===== src/rtl/score_pkg.sv =====
// ============================================================================
// score_pkg -- shared types and constants for the score_counter block
// Revision: 1.0
// ============================================================================
`default_nettype none

package score_pkg;

  typedef enum logic {
    ST_PLAY = 1'b0,
    ST_OVER = 1'b1
  } state_e;

  localparam logic [3:0] BCD_MAX_DIGIT  = 4'd9;
  localparam logic [3:0] BONUS_PTS      = 4'd5;
  localparam logic [3:0] SCORE_MAX_TENS = 4'd9;
  localparam logic [3:0] SCORE_MAX_ONES = 4'd9;

endpackage

`default_nettype wire


===== src/rtl/bcd_digit_add.sv =====
// ============================================================================
// bcd_digit_add -- one BCD digit plus addend plus carry-in, with decimal carry
// Revision: 1.0
// ============================================================================
`default_nettype none

module bcd_digit_add
  import score_pkg::*;
(
  input  logic [3:0] digit_i,
  input  logic [3:0] addend_i,
  input  logic       carry_i,
  output logic [3:0] sum_o,
  output logic       carry_o
);

  logic [4:0] raw;

  assign raw = {1'b0, digit_i} + {1'b0, addend_i} + {4'd0, carry_i};

  // Subtracting 10 in 4-bit arithmetic is correct for every raw sum 10..16.
  always_comb begin
    sum_o   = raw[3:0];
    carry_o = 1'b0;
    if (raw > {1'b0, BCD_MAX_DIGIT}) begin
      sum_o   = raw[3:0] - 4'd10;
      carry_o = 1'b1;
    end
  end

endmodule

`default_nettype wire


===== src/rtl/score_counter.sv =====
// ============================================================================
// score_counter -- BCD score / ball bookkeeping with frame-synchronous display
// Revision: 1.0
// ============================================================================
`default_nettype none

module score_counter
  import score_pkg::*;
#(
  parameter int MAX_BALLS = 3,
  parameter bit SATURATE  = 1'b1
) (
  input  logic       clk,
  input  logic       rst_n,
  input  logic       frame_tick,
  input  logic       hit,
  input  logic       bonus,
  input  logic       miss,
  input  logic       clear,
  output logic [3:0] dig0,
  output logic [3:0] dig1,
  output logic [2:0] balls,
  output logic       game_over,
  output logic       ovf
);

  localparam logic [2:0] BALLS_INIT = 3'(MAX_BALLS);

  state_e     state_q, state_d;
  logic [3:0] w0_q, w0_d, w1_q, w1_d;
  logic [2:0] wb_q, wb_d;
  logic       ovf_q, ovf_d;
  logic [3:0] dig0_q, dig1_q;
  logic [2:0] balls_q;

  logic [3:0] inc;
  logic [3:0] sum0, sum1;
  logic       carry0, carry1;

  assign inc = (hit ? 4'd1 : 4'd0) + (bonus ? BONUS_PTS : 4'd0);

  bcd_digit_add u_add_ones (
    .digit_i  (w0_q),
    .addend_i (inc),
    .carry_i  (1'b0),
    .sum_o    (sum0),
    .carry_o  (carry0)
  );

  bcd_digit_add u_add_tens (
    .digit_i  (w1_q),
    .addend_i (4'd0),
    .carry_i  (carry0),
    .sum_o    (sum1),
    .carry_o  (carry1)
  );

  always_comb begin
    state_d = state_q;
    w0_d    = w0_q;
    w1_d    = w1_q;
    wb_d    = wb_q;
    ovf_d   = 1'b0;
    if (clear) begin
      state_d = ST_PLAY;
      w0_d    = 4'd0;
      w1_d    = 4'd0;
      wb_d    = BALLS_INIT;
    end else if (state_q == ST_PLAY) begin
      // A tens carry-out means the sum passed 99.
      if (carry1 && SATURATE) begin
        w1_d = SCORE_MAX_TENS;
        w0_d = SCORE_MAX_ONES;
      end else begin
        w1_d  = sum1;
        w0_d  = sum0;
        ovf_d = carry1;
      end
      if (miss) begin
        wb_d = wb_q - 3'd1;
        if (wb_q == 3'd1) begin
          state_d = ST_OVER;
        end
      end
    end
  end

  always_ff @(posedge clk or negedge rst_n) begin
    if (!rst_n) begin
      state_q <= ST_PLAY;
      w0_q    <= 4'd0;
      w1_q    <= 4'd0;
      wb_q    <= BALLS_INIT;
      ovf_q   <= 1'b0;
    end else begin
      state_q <= state_d;
      w0_q    <= w0_d;
      w1_q    <= w1_d;
      wb_q    <= wb_d;
      ovf_q   <= ovf_d;
    end
  end

  // Display only moves in vertical blanking so the overlay never tears.
  always_ff @(posedge clk or negedge rst_n) begin
    if (!rst_n) begin
      dig0_q  <= 4'd0;
      dig1_q  <= 4'd0;
      balls_q <= BALLS_INIT;
    end else if (frame_tick) begin
      dig0_q  <= w0_q;
      dig1_q  <= w1_q;
      balls_q <= wb_q;
    end
  end

  assign dig0      = dig0_q;
  assign dig1      = dig1_q;
  assign balls     = balls_q;
  assign game_over = (state_q == ST_OVER);
  assign ovf       = ovf_q;

endmodule

`default_nettype wire


===== config.mk =====
export PLATFORM = sky130hd
export DESIGN_NAME = score_counter
export DESIGN_NICKNAME = d
export VERILOG_FILES = /design/src/rtl/score_pkg.sv /design/src/rtl/bcd_digit_add.sv /design/src/rtl/score_counter.sv
export SDC_FILE = /design/constraint.sdc
export NUM_CORES = 1
export LEC_CHECK = 0
export BUFFER_PORTS_ARGS = -buffer_cell sky130_fd_sc_hd__buf_4
export CAP_MARGIN = 25
export CORE_AREA = 5 5 78 62
export DETAILED_ROUTE_END_ITERATION = 7
export DIE_AREA = 0 0 83 67
export SLEW_MARGIN = 20
export SYNTH_ARGS = -nofsm -noshare
export SYNTH_HDL_FRONTEND = slang
export SYNTH_SLANG_ARGS = --single-unit

===== constraint.sdc =====
create_clock -name clk -period 4.3 [get_ports clk]
set_clock_uncertainty 0.1 [all_clocks]
set_input_delay 0.215 -clock clk [delete_from_list [all_inputs] [get_ports clk]]
set_output_delay 0.215 -clock clk [all_outputs]
set_load 0.02 [all_outputs]

==> results of run 1 <==
## state kept, by name, summed over array words and instances (netlist names)
signal and cells:
dig1 4, wb_q 3, game_over 1, dig0 4, w0_q 4, w1_q 4
balls 3
## layout make-up
class / count / area [sq um] / share of cell area, %
Multi-Input combinational cell: 91 / 694.4 / 44.40
Sequential cell: 23 / 580.6 / 37.12
Timing Repair Buffer: 19 / 145.1 / 9.280
Tap cell: 55 / 68.82 / 4.400
Clock buffer: 4 / 45.04 / 2.880
Inverter: 8 / 30.03 / 1.920
## path summary, 6_finish.rpt
| path | from | endpoint | depth (start not counted) |
|---|---|---|---|
| max | w0_q[0] | w0_q[3] | 11 |
| min | clear | wb_q[2] | 2 |
| max reg2reg | w0_q[0] | w0_q[3] | 11 |
| min reg2reg | balls[2] | balls[2] | 1 |
| max in group asynchronous | rst_n | wb_q[1] | 2 |
| min in group asynchronous | rst_n | balls[2] | 2 |
## layer usage
metal | vias to the layer above | GRT usage, % | routed length, um
met5 | - | 0 | 0
met4 | 0 | 2.449 | 30
met3 | 4 | 2.967 | 90
met2 | 20 | 18.20 | 1322
met1 | 493 | 13.53 | 1280
li1 | 491 | - | -
## synthesized netlist by cell type, types with 2 or more instances
master / number / area [sq um]
a2111oi_0: 2 / 17.52
a21oi_1: 6 / 30.03
a31oi_1: 3 / 18.77
buf_2: 2 / 10.01
buf_4: 2 / 15.01
clkbuf_1: 3 / 11.26
dfrtp_1: 19 / 475.5
dfstp_2: 4 / 105.1
ha_1: 7 / 87.58
inv_1: 8 / 30.03
mux2_2: 11 / 123.9
nand2_1: 6 / 22.52
nand2b_1: 2 / 12.51
nand3_1: 2 / 10.01
nor2_1: 10 / 37.54
nor2b_1: 4 / 25.02
nor3_1: 5 / 25.02
nor4_1: 2 / 12.51
o21ai_0: 4 / 20.02
xnor2_1: 4 / 35.03
## metrics by stage
| stage | util, % | hold slack, ns | std cells |
|---|---|---|---|
| after floorplan | - | -0.1806 | 130 |
| after global routing | 39.56 | 0.1252 | 200 |
| after detailed placement | 38.16 | 0.02499 | 195 |
| final | 39.56 | 0.1176 | 200 |
| after global placement | 38.16 | 0.02035 | 195 |
| after CTS | 39.56 | 0.1109 | 200 |
## timing repair
action | CTS | global route
setup endpoints to repair | 0 | 0
buffers inserted | 0 | 0
resized for setup | 0 | 0
hold endpoints to repair | 20 | 0
hold buffers | 1 | 0
## power by group through the flow
stage	combinational [mW]	sequential (mW)	clock [mW]
6_report	0.314	0.296	0.130
5_1_grt	0.350	0.303	0.144
4_1_cts	0.315	0.297	0.138
3_5_place_dp	0.313	0.300	0
3_3_place_gp	0.305	0.298	0
2_1_floorplan	0.216	0.312	0
## worst max-delay path, stage by stage, from the launching register on
cell       delay, ns
dfrtp_1         0.41
fa_1            0.46
ha_1            0.41
a2111oi_0       0.39
a211o_1         0.17
a21oi_2         0.05
ha_1            0.24
ha_1            0.30
o22a_1          0.20
o32a_1          0.36
nor4_1          0.28
a2111oi_0       0.10
## cells by family (layout without fill, tap and decap cells)
kind of cell | count (synthesis) | in the layout
AO/OA/AOI/OAI | 29 | 29
XOR/XNOR | 4 | 4
AND/OR/NAND/NOR | 37 | 37
other | 1 | 1
buffers and inverters | 16 | 31
flip-flops | 23 | 23
adder cells (fa/ha/maj) | 8 | 8
multiplexers | 12 | 12
==> impl_results.md, run 1 <==
- Status: completed
- CTS tree: built
- Largest net degree at the start of global routing: 24
- Root Driver: clkbuf_8
- Initial Util: 34.21%
- Sw Pwr: 0.2700 mW
- Worst setup margin: 0.7067 ns
- Slew Limit Fails: 0
- Die W: 83 um
- Number of hold violations in the final report: 0
- First-pass GRT wire length: 4795 um
- R2r setup slk: 0.71 ns
- Post-DP Area: 1509 sq um
- Number of fill cells: 420
- Row count: 20
- Netlist cell types: 44
- Final TNS setup: 0 ns
- Post-synth EDFFs: 0
- Core box area: 3954 sq um
- Combinational share of power: 42.5%
- Clock Tree Buf Depth: 2
- Sequential power share: 40.0%
- Synth Register Bits: 23
- Post-synthesis cell count: 130
- Fin crit period: 3.593 ns
- CP endpoint kind: flip-flop
- Xor and xnor area share after synthesis: 2.590%
- Final Setup Violations: 0
- Final net count: 161
- Final Power: 0.7397 mW
- Post-synthesis sequential area ratio: 42.92%
- Post-DP HPWL: 2035 um
- Worst-path clk slew: 0.08 ns
- CP Class: reg -> reg
- Maximum VDD drop: 0.2598 mV
- Port buffer count: 18
- Mapped cell area: 1353 sq um
- PD cells: 473.0 nW/um^2
- Gr usage total: 10.68%
- Post-synthesis net count: 145
- Startpoint types: flip-flop
- Area delta synth->final: 15.63%
- Yosys Warn Count: 0
- Final GP Congestion: 0.8808
- Post-synthesis simple-gate area fraction: 14.06%
- Complex-gate fraction of the synthesized area: 16.19%
- Clock Latency Late Sink: 0.26 ns
- Initial drt markers: 37
- Period utilization: 83.57%
- Antenna violations before repair: 0
- Switching Fraction: 36.50%
- Setup WS pre-CTS: 0.6753 ns
- Main combinational cell family by area after synthesis: compound AO/OA/AOI/OAI gates
- RSZ-0062 raised after global routing: false
- Hold Crit Class: in -> reg
- Post-synthesis mux area share: 10.27%
- CP max FO: 7
- WP data required: 4.32 ns
- Routed WL: 2724 um
- Pint: 0.4697 mW
- Clk sinks: 23
- Adder and majority cell fraction of the synthesized area: 7.956%
- Avg Cell Area, Syn: 10.40 sq um
- Most frequent cells in the layout: 19 x dfrtp_1, 18 x buf_4, 11 x mux2_2, 10 x nor2_1, 8 x inv_1
- Post-synth ARST share: 100.0%
- Io pins: 20
- 1st-pass router iterations: 4
- Number of remaining DRC errors: 0
- Die height: 67 um
- Num CTS Buffers: 3
- Finished Cell Area: 1564 sq um
- Grt total ovfl: 0
- Vias in the first global route: 987
- Max-cap viol count: 0
- Via density: 5.040
- Crit path DAT: 3.61 ns
- Post-synth top flop: dfrtp_1
- Layout cells sized above 1: 30.34%
- Die area: 5561 sq um
- Fmax: 278.3 MHz
- Diode count: 0
- Leak pwr: 0.7064 nW
- H-Tree Level Count: 1
- Routed len/inst: 13.62 um
- Clock Power Share: 17.6%
- Most common cell after layout, fill and taps aside: dfrtp_1
- Routed via count: 1,008
- Detail Route Antenna Nets: 0
Note: power is estimated with default switching activity, not from simulation.
==> inputs of run 2 (changes only) <==
clock period = 2.9 ns   (was 4.3 ns; I/O delays follow)
==> impl_results.md, run 2 (synthesis results as in run 1) <==
- Number of remaining DRC errors: 0 (unchanged)
- Slew Limit Fails: 0 (unchanged)
- Core box area: 3954 sq um (unchanged)
- CP Class: reg -> reg (unchanged)
- Post-route insts no fill: 216 (was 200)
- CP endpoint kind: flip-flop (unchanged)
- Number of hold violations in the final report: 0 (unchanged)
- CP max FO: 6 (was 7)
- Largest net degree at the start of global routing: 24 (unchanged)
- Failing checks: negative setup slack
- Leak pwr: 0.7902 nW (was 0.7064 nW)
- Most frequent cells in the layout: 34 x buf_4, 19 x dfrtp_1, 11 x mux2_2, 8 x inv_1, 7 x nor2_1 (was 19 x dfrtp_1, 18 x buf_4, 11 x mux2_2, 10 x nor2_1, 8 x inv_1)
- Initial Util: 34.21% (unchanged)
- Root Driver: clkbuf_8 (unchanged)
- Gr usage total: 10.59% (was 10.68%)
- Layout cells sized above 1: 45.34% (was 30.34%)
- Detail Route Antenna Nets: 0 (unchanged)
- Via density: 5.185 (was 5.040)
- Combinational share of power: 49.9% (was 42.5%)
- Worst-path clk slew: 0.08 ns (about the same)
- Startpoint types: flip-flop (unchanged)
- Final Setup Violations: 6 (was 0)
- Sequential power share: 34.7% (was 40.0%)
- Critical path's top delay family: adder cells (unchanged)
- Grt total ovfl: 0 (unchanged)
- CP bufs+invs: 0 (unchanged)
- Routed WL: 2933 um (was 2724 um)
- Final net count: 177 (was 161)
- Final GP Congestion: 0.7612 (was 0.8808)
- Clk sinks: 23 (unchanged)
- CP cell instances: fa_2 -> ha_4 -> or3b_1 -> o41ai_2 -> a21oi_2 -> ha_2 -> ha_4 -> o22a_1 -> o32a_1 -> or2_1 -> o21ai_1 (was fa_1 -> ha_1 -> a2111oi_0 -> a211o_1 -> a21oi_2 -> ha_1 -> ha_1 -> o22a_1 -> o32a_1 -> nor4_1 -> a2111oi_0)
- H-Tree Level Count: 1 (unchanged)
- Worst setup margin: -0.3014 ns (was 0.7067 ns)
- Pint: 0.7957 mW (was 0.4697 mW)
- Fin crit period: 3.201 ns (was 3.593 ns)
- Vias in the first global route: 1,056 (was 987)
- Maximum VDD drop: 0.3065 mV (was 0.2598 mV)
- Routed len/inst: 13.58 um (was 13.62 um)
- Sw Pwr: 0.4482 mW (was 0.2700 mW)
- Die area: 5561 sq um (unchanged)
- Post-DP HPWL: 2048 um (was 2035 um)
- Period utilization: 110.4% (was 83.57%)
- Slowest-stage cell, CP: dfrtp_1 (was fa_1)
- RSZ-0062 raised after global routing: true (was false)
- Hold Crit Class: in -> reg (unchanged)
- Max-cap viol count: 0 (unchanged)
- Io pins: 20 (unchanged)
- Antenna violations before repair: 0 (unchanged)
- Crit path largest cell delay: 0.40 ns (was 0.46 ns)
- Inst Count DP: 207 (was 195)
- Status: finished, violations left (was completed)
- WP data required: 2.98 ns (was 4.32 ns)
- Most common cell after layout, fill and taps aside: buf_4 (was dfrtp_1)
- Clock Power Share: 15.4% (was 17.6%)
- Fmax: 312.4 MHz (was 278.3 MHz)
- Num CTS Buffers: 3 (unchanged)
- Die height: 67 um (unchanged)
- Crit path DAT: 3.28 ns (was 3.61 ns)
- Area delta synth->final: 30.25% (was 15.63%)
- First-pass GRT wire length: 4767 um (was 4795 um)
- 1st-pass router iterations: 5 (was 4)
- Diode count: 0 (unchanged)
- Clock Latency Late Sink: 0.26 ns (about the same)
- Switching Fraction: 36.03% (was 36.50%)
- Initial drt markers: 80 (was 37)
- PD cells: 706.1 nW/um^2 (was 473.0 nW/um^2)
- Die W: 83 um (unchanged)
- CTS tree: built (unchanged)
- Clock Tree Buf Depth: 2 (unchanged)
- Routed via count: 1,120 (was 1,008)
- Port buffer count: 18 (unchanged)
- Final core utilization: 44.56% (was 39.56%)
- CP dominant cell by count: ha_4 (was ha_1)
- Row count: 20 (unchanged)
-- run 2: final timing paths --
| kind | start | endpoint | slack, ns | cells after the start |
|---|---|---|---|---|
| setup / recovery | w0_q[0] | w0_q[1] | -0.30 | 11 |
| hold / removal | clear | w1_q[1] | 0.05 | 2 |
| setup reg to reg | w0_q[0] | w0_q[1] | -0.30 | 11 |
| hold reg to reg | dig1[0] | dig1[0] | 0.41 | 1 |
| max in group asynchronous | rst_n | balls[1] | 2.21 | 2 |
| min in group asynchronous | rst_n | dig1[3] | 0.21 | 2 |
-- run 2: power groups by stage --
stage	Sequential (mW)	Combinational [mW]	Clock [mW]
floorplan	0.466	0.340	0
global placement	0.435	0.546	0
detailed placement	0.437	0.552	0
CTS	0.433	0.588	0.202
global route	0.442	0.670	0.215
finish	0.432	0.621	0.191
-- run 2: timing repair --
| action | CTS | global route |
|---|---|---|
| resized for setup | 6 | 6 |
| hold endpoints to repair | 23 | 0 |
| setup endpoints to repair | 6 | 7 |
| hold buffers | 1 | 0 |
| setup buffers | 4 | 0 |
| pin swaps | 7 | 7 |
-- run 2: area by class of cell --
| cell class | count | area (sq um) |
|---|---|---|
| timing repair buffer | 35 | 265.3 |
| fill | 394 | 2192 |
| sequential | 23 | 580.6 |
| inverter | 8 | 30.03 |
| tap | 55 | 68.82 |
| clock buffer | 4 | 45.04 |
| multi-input combinational | 91 | 772.0 |
-- run 2: layer usage --
| metal | wire length [um] | global-route usage [%] |
|---|---|---|
| met1 | 1343 | 13.97 |
| met2 | 1392 | 18.00 |
| met3 | 167 | 2.472 |
| met4 | 29 | 1.837 |
| met5 | 0 | 0 |
-- run 2: stage by stage --
| step | power, mW | hold slack, ns | setup WS, ns | setup TNS, ns | cell area (sq um) |
|---|---|---|---|---|---|
| 2_1_floorplan | 0.8065 | -0.2506 | -0.1366 | -0.4534 | 1388 |
| 3_3_place_gp | 0.9802 | -0.04591 | -0.1975 | -0.7388 | 1630 |
| 3_5_place_dp | 0.9892 | -0.04619 | -0.3036 | -1.101 | 1630 |
| 4_1_cts | 1.223 | 0.05322 | -0.2964 | -1.541 | 1738 |
| 5_1_grt | 1.328 | 0.06622 | -0.3638 | -1.953 | 1762 |
| 6_report | 1.244 | 0.05291 | -0.3014 | -1.532 | 1762 |
==> inputs of run 3 (changes only) <==
GPL_TIMING_DRIVEN = 0   (was default)
==> impl_results.md, run 3 (synthesis results as in run 1) <==
- Worst-Margin Slew: 0.5849 ns
- Gr usage total: 11.18% (was 10.59%)
- Most common cell after layout, fill and taps aside: buf_4 (unchanged)
- Status: finished, violations left (unchanged)
- Initial drt markers: 92 (was 80)
- Switching Fraction: 36.61% (was 36.03%)
- Register-to-Register Path Depth: 11 (unchanged)
- Sequential power share: 35.0% (was 34.7%)
- Number of hold violations in the final report: 0 (unchanged)
- Fin crit period: 3.171 ns (was 3.201 ns)
- Met2 wire length: 1481 um (was 1392 um)
- Antenna violations before repair: 0 (unchanged)
- 1st-pass router iterations: 4 (was 5)
- WHS: 0.02396 ns (was 0.05291 ns)
- Port buffer count: 18 (unchanged)
- Combinational share of power: 48.5% (was 49.9%)
- CP max FO: 6 (unchanged)
- Startpoint types: flip-flop (unchanged)
- CP Class: reg -> reg (unchanged)
- Clk sinks: 23 (unchanged)
- Worst-path clk slew: 0.09 ns (was 0.08 ns)
- Final Setup Violations: 6 (unchanged)
- Number of fill cells: 392 (was 394)
- Routed len/inst: 13.86 um (was 13.58 um)
- Worst setup path startpoint: w0_q[0] (unchanged)
- Most frequent cells in the layout: 27 x buf_4, 19 x dfrtp_1, 11 x mux2_2, 9 x nor2_1, 8 x inv_1 (was 34 x buf_4, 19 x dfrtp_1, 11 x mux2_2, 8 x inv_1, 7 x nor2_1)
- Vias in the first global route: 1,086 (was 1,056)
- Num CTS Buffers: 3 (unchanged)
- Hold Crit Class: in -> reg (unchanged)
- Sw Pwr: 0.4558 mW (was 0.4482 mW)
- WP data required: 2.99 ns (was 2.98 ns)
- Worst setup margin: -0.2707 ns (was -0.3014 ns)
- Final core utilization: 44.27% (was 44.56%)
- Reg2reg start: w0_q[0] (unchanged)
- Detail Route Antenna Nets: 0 (unchanged)
- Leak pwr: 0.7831 nW (was 0.7902 nW)
- Clock Power Share: 16.5% (was 15.4%)
- Die height: 67 um (unchanged)
- Slew Limit Headroom: 61.01%
- Top Metal Used: met4 (unchanged)
- Largest net degree at the start of global routing: 24 (unchanged)
- Metal3 WL: 131 um (was 167 um)
- Period utilization: 109.3% (was 110.4%)
- Area delta synth->final: 29.42% (was 30.25%)
- First-pass GRT wire length: 5043 um (was 4767 um)
- Pint: 0.7892 mW (was 0.7957 mW)
- Fmax: 315.4 MHz (was 312.4 MHz)
- Grt total ovfl: 0 (unchanged)
- Routed WL: 2994 um (was 2933 um)
- Diode count: 0 (unchanged)
- Worst flop-to-flop path endpoint: w0_q[2] (was w0_q[1])
- Max-cap viol count: 0 (unchanged)
- Via density: 5.093 (was 5.185)
- Initial Util: 34.21% (unchanged)
- R2r setup slk: -0.27 ns (was -0.30 ns)
- Routed met1 length: 1353 um (was 1343 um)
- Worst setup path end: w0_q[2] (was w0_q[1])
- Number of remaining DRC errors: 0 (unchanged)
- Die W: 83 um (unchanged)
- Root Driver: clkbuf_8 (unchanged)
- PD cells: 711.3 nW/um^2 (was 706.1 nW/um^2)
- Final GP Congestion: 0.8104 (was 0.7612)
- Final TNS setup: -1.301 ns (was -1.532 ns)
- Clock Tree Buf Depth: 2 (unchanged)
- H-Tree Level Count: 1 (unchanged)
- Row count: 20 (unchanged)
- Failing checks: negative setup slack (unchanged)
- Io pins: 20 (unchanged)
- CTS tree: built (unchanged)
- Layout cells sized above 1: 41.61% (was 45.34%)
- Final net count: 177 (unchanged)
- Post-DP HPWL: 2100 um (was 2048 um)
- Slew Limit Fails: 0 (unchanged)
- RSZ-0062 raised after global routing: true (unchanged)
- Crit path DAT: 3.26 ns (was 3.28 ns)
- Core box area: 3954 sq um (unchanged)
- Routed via count: 1,100 (was 1,120)
- Die area: 5561 sq um (unchanged)
- Clock Latency Late Sink: 0.27 ns (was 0.26 ns)
- CP endpoint kind: flip-flop (unchanged)
- Maximum VDD drop: 0.3392 mV (was 0.3065 mV)
run 3: cell count changes in the layout (fill, tap and decap cells not counted), sizes merged:
cell	previous run	this run
buf	34	30
clkbuf	4	6
clkinvlp	0	1
dlygate4sd3	1	2
run 3: routing by layer:
layer  GRT usage [%]  vias to the layer above
met5               0                        -
met3           2.843                        4
met1           13.89                      540
met4           2.449                        0
met2           19.70                       27
li1                -                      529
run 3: worst min-delay path by stage:
| stage | from | endpoint | slack, ns | cells after the start |
|---|---|---|---|---|
| finish | frame_tick | dig1[0] | 0.02 | 2 |
| floorplan | rst_n | balls[2] | -0.25 | 0 |
| global placement | rst_n | dig1[2] | -0.05 | 1 |
| detailed placement | rst_n | dig1[2] | -0.04 | 1 |
| CTS | frame_tick | dig1[0] | 0.02 | 2 |
| global route | frame_tick | dig1[0] | 0.03 | 2 |
run 3: power by group through the flow:
| stage | Clock, mW | Combinational [mW] | Sequential (mW) |
|---|---|---|---|
| finish | 0.205 | 0.604 | 0.436 |
| global route | 0.224 | 0.658 | 0.444 |
| CTS | 0.212 | 0.567 | 0.435 |
| detailed placement | 0 | 0.508 | 0.442 |
| global placement | 0 | 0.487 | 0.437 |
| floorplan | 0 | 0.340 | 0.466 |
run 3: timing repair:
action | CTS | global route
hold buffers | 2 | 0
hold endpoints to repair | 24 | 0
pin swaps | 5 | 3
buffers inserted | 7 | 1
endpoints found under the setup margin | 6 | 6
resized for setup | 3 | 6
run 3: cell type report:
| type | count | area [sq um] | area share [%] |
|---|---|---|---|
| Timing Repair Buffer | 28 | 215.2 | 12.29 |
| Tap cell | 55 | 68.82 | 3.931 |
| Clock buffer | 3 | 41.29 | 2.359 |
| Sequential cell | 23 | 580.6 | 33.17 |
| Multi-Input combinational cell | 91 | 767.0 | 43.82 |
| Inverter | 8 | 30.03 | 1.716 |
| Clock inverter | 1 | 7.507 | 0.4289 |
| Buffer | 7 | 40.04 | 2.287 |
run 3: worst max-delay path: stages, from the launching register on:
cell and delay (ns):
dfrtp_1 0.42, fa_2 0.38, ha_4 0.25, or3b_4 0.39, o41ai_4 0.07, a21oi_2 0.11
ha_2 0.21, ha_4 0.22, o22a_1 0.19, o32a_1 0.36, or2_4 0.27, o22ai_2 0.13
run 3: metrics by stage:
stage                     setup WS, ns  total power, mW  instance area [sq um]  cells
final                          -0.2707            1.245                   1750    216
after global routing           -0.3682            1.326                   1750    216
after CTS                      -0.2796            1.215                   1720    215
after detailed placement       -0.3447           0.9495                   1592    203
after global placement         -0.3225           0.9243                   1592    203
after floorplan                -0.1366           0.8065                   1388    130
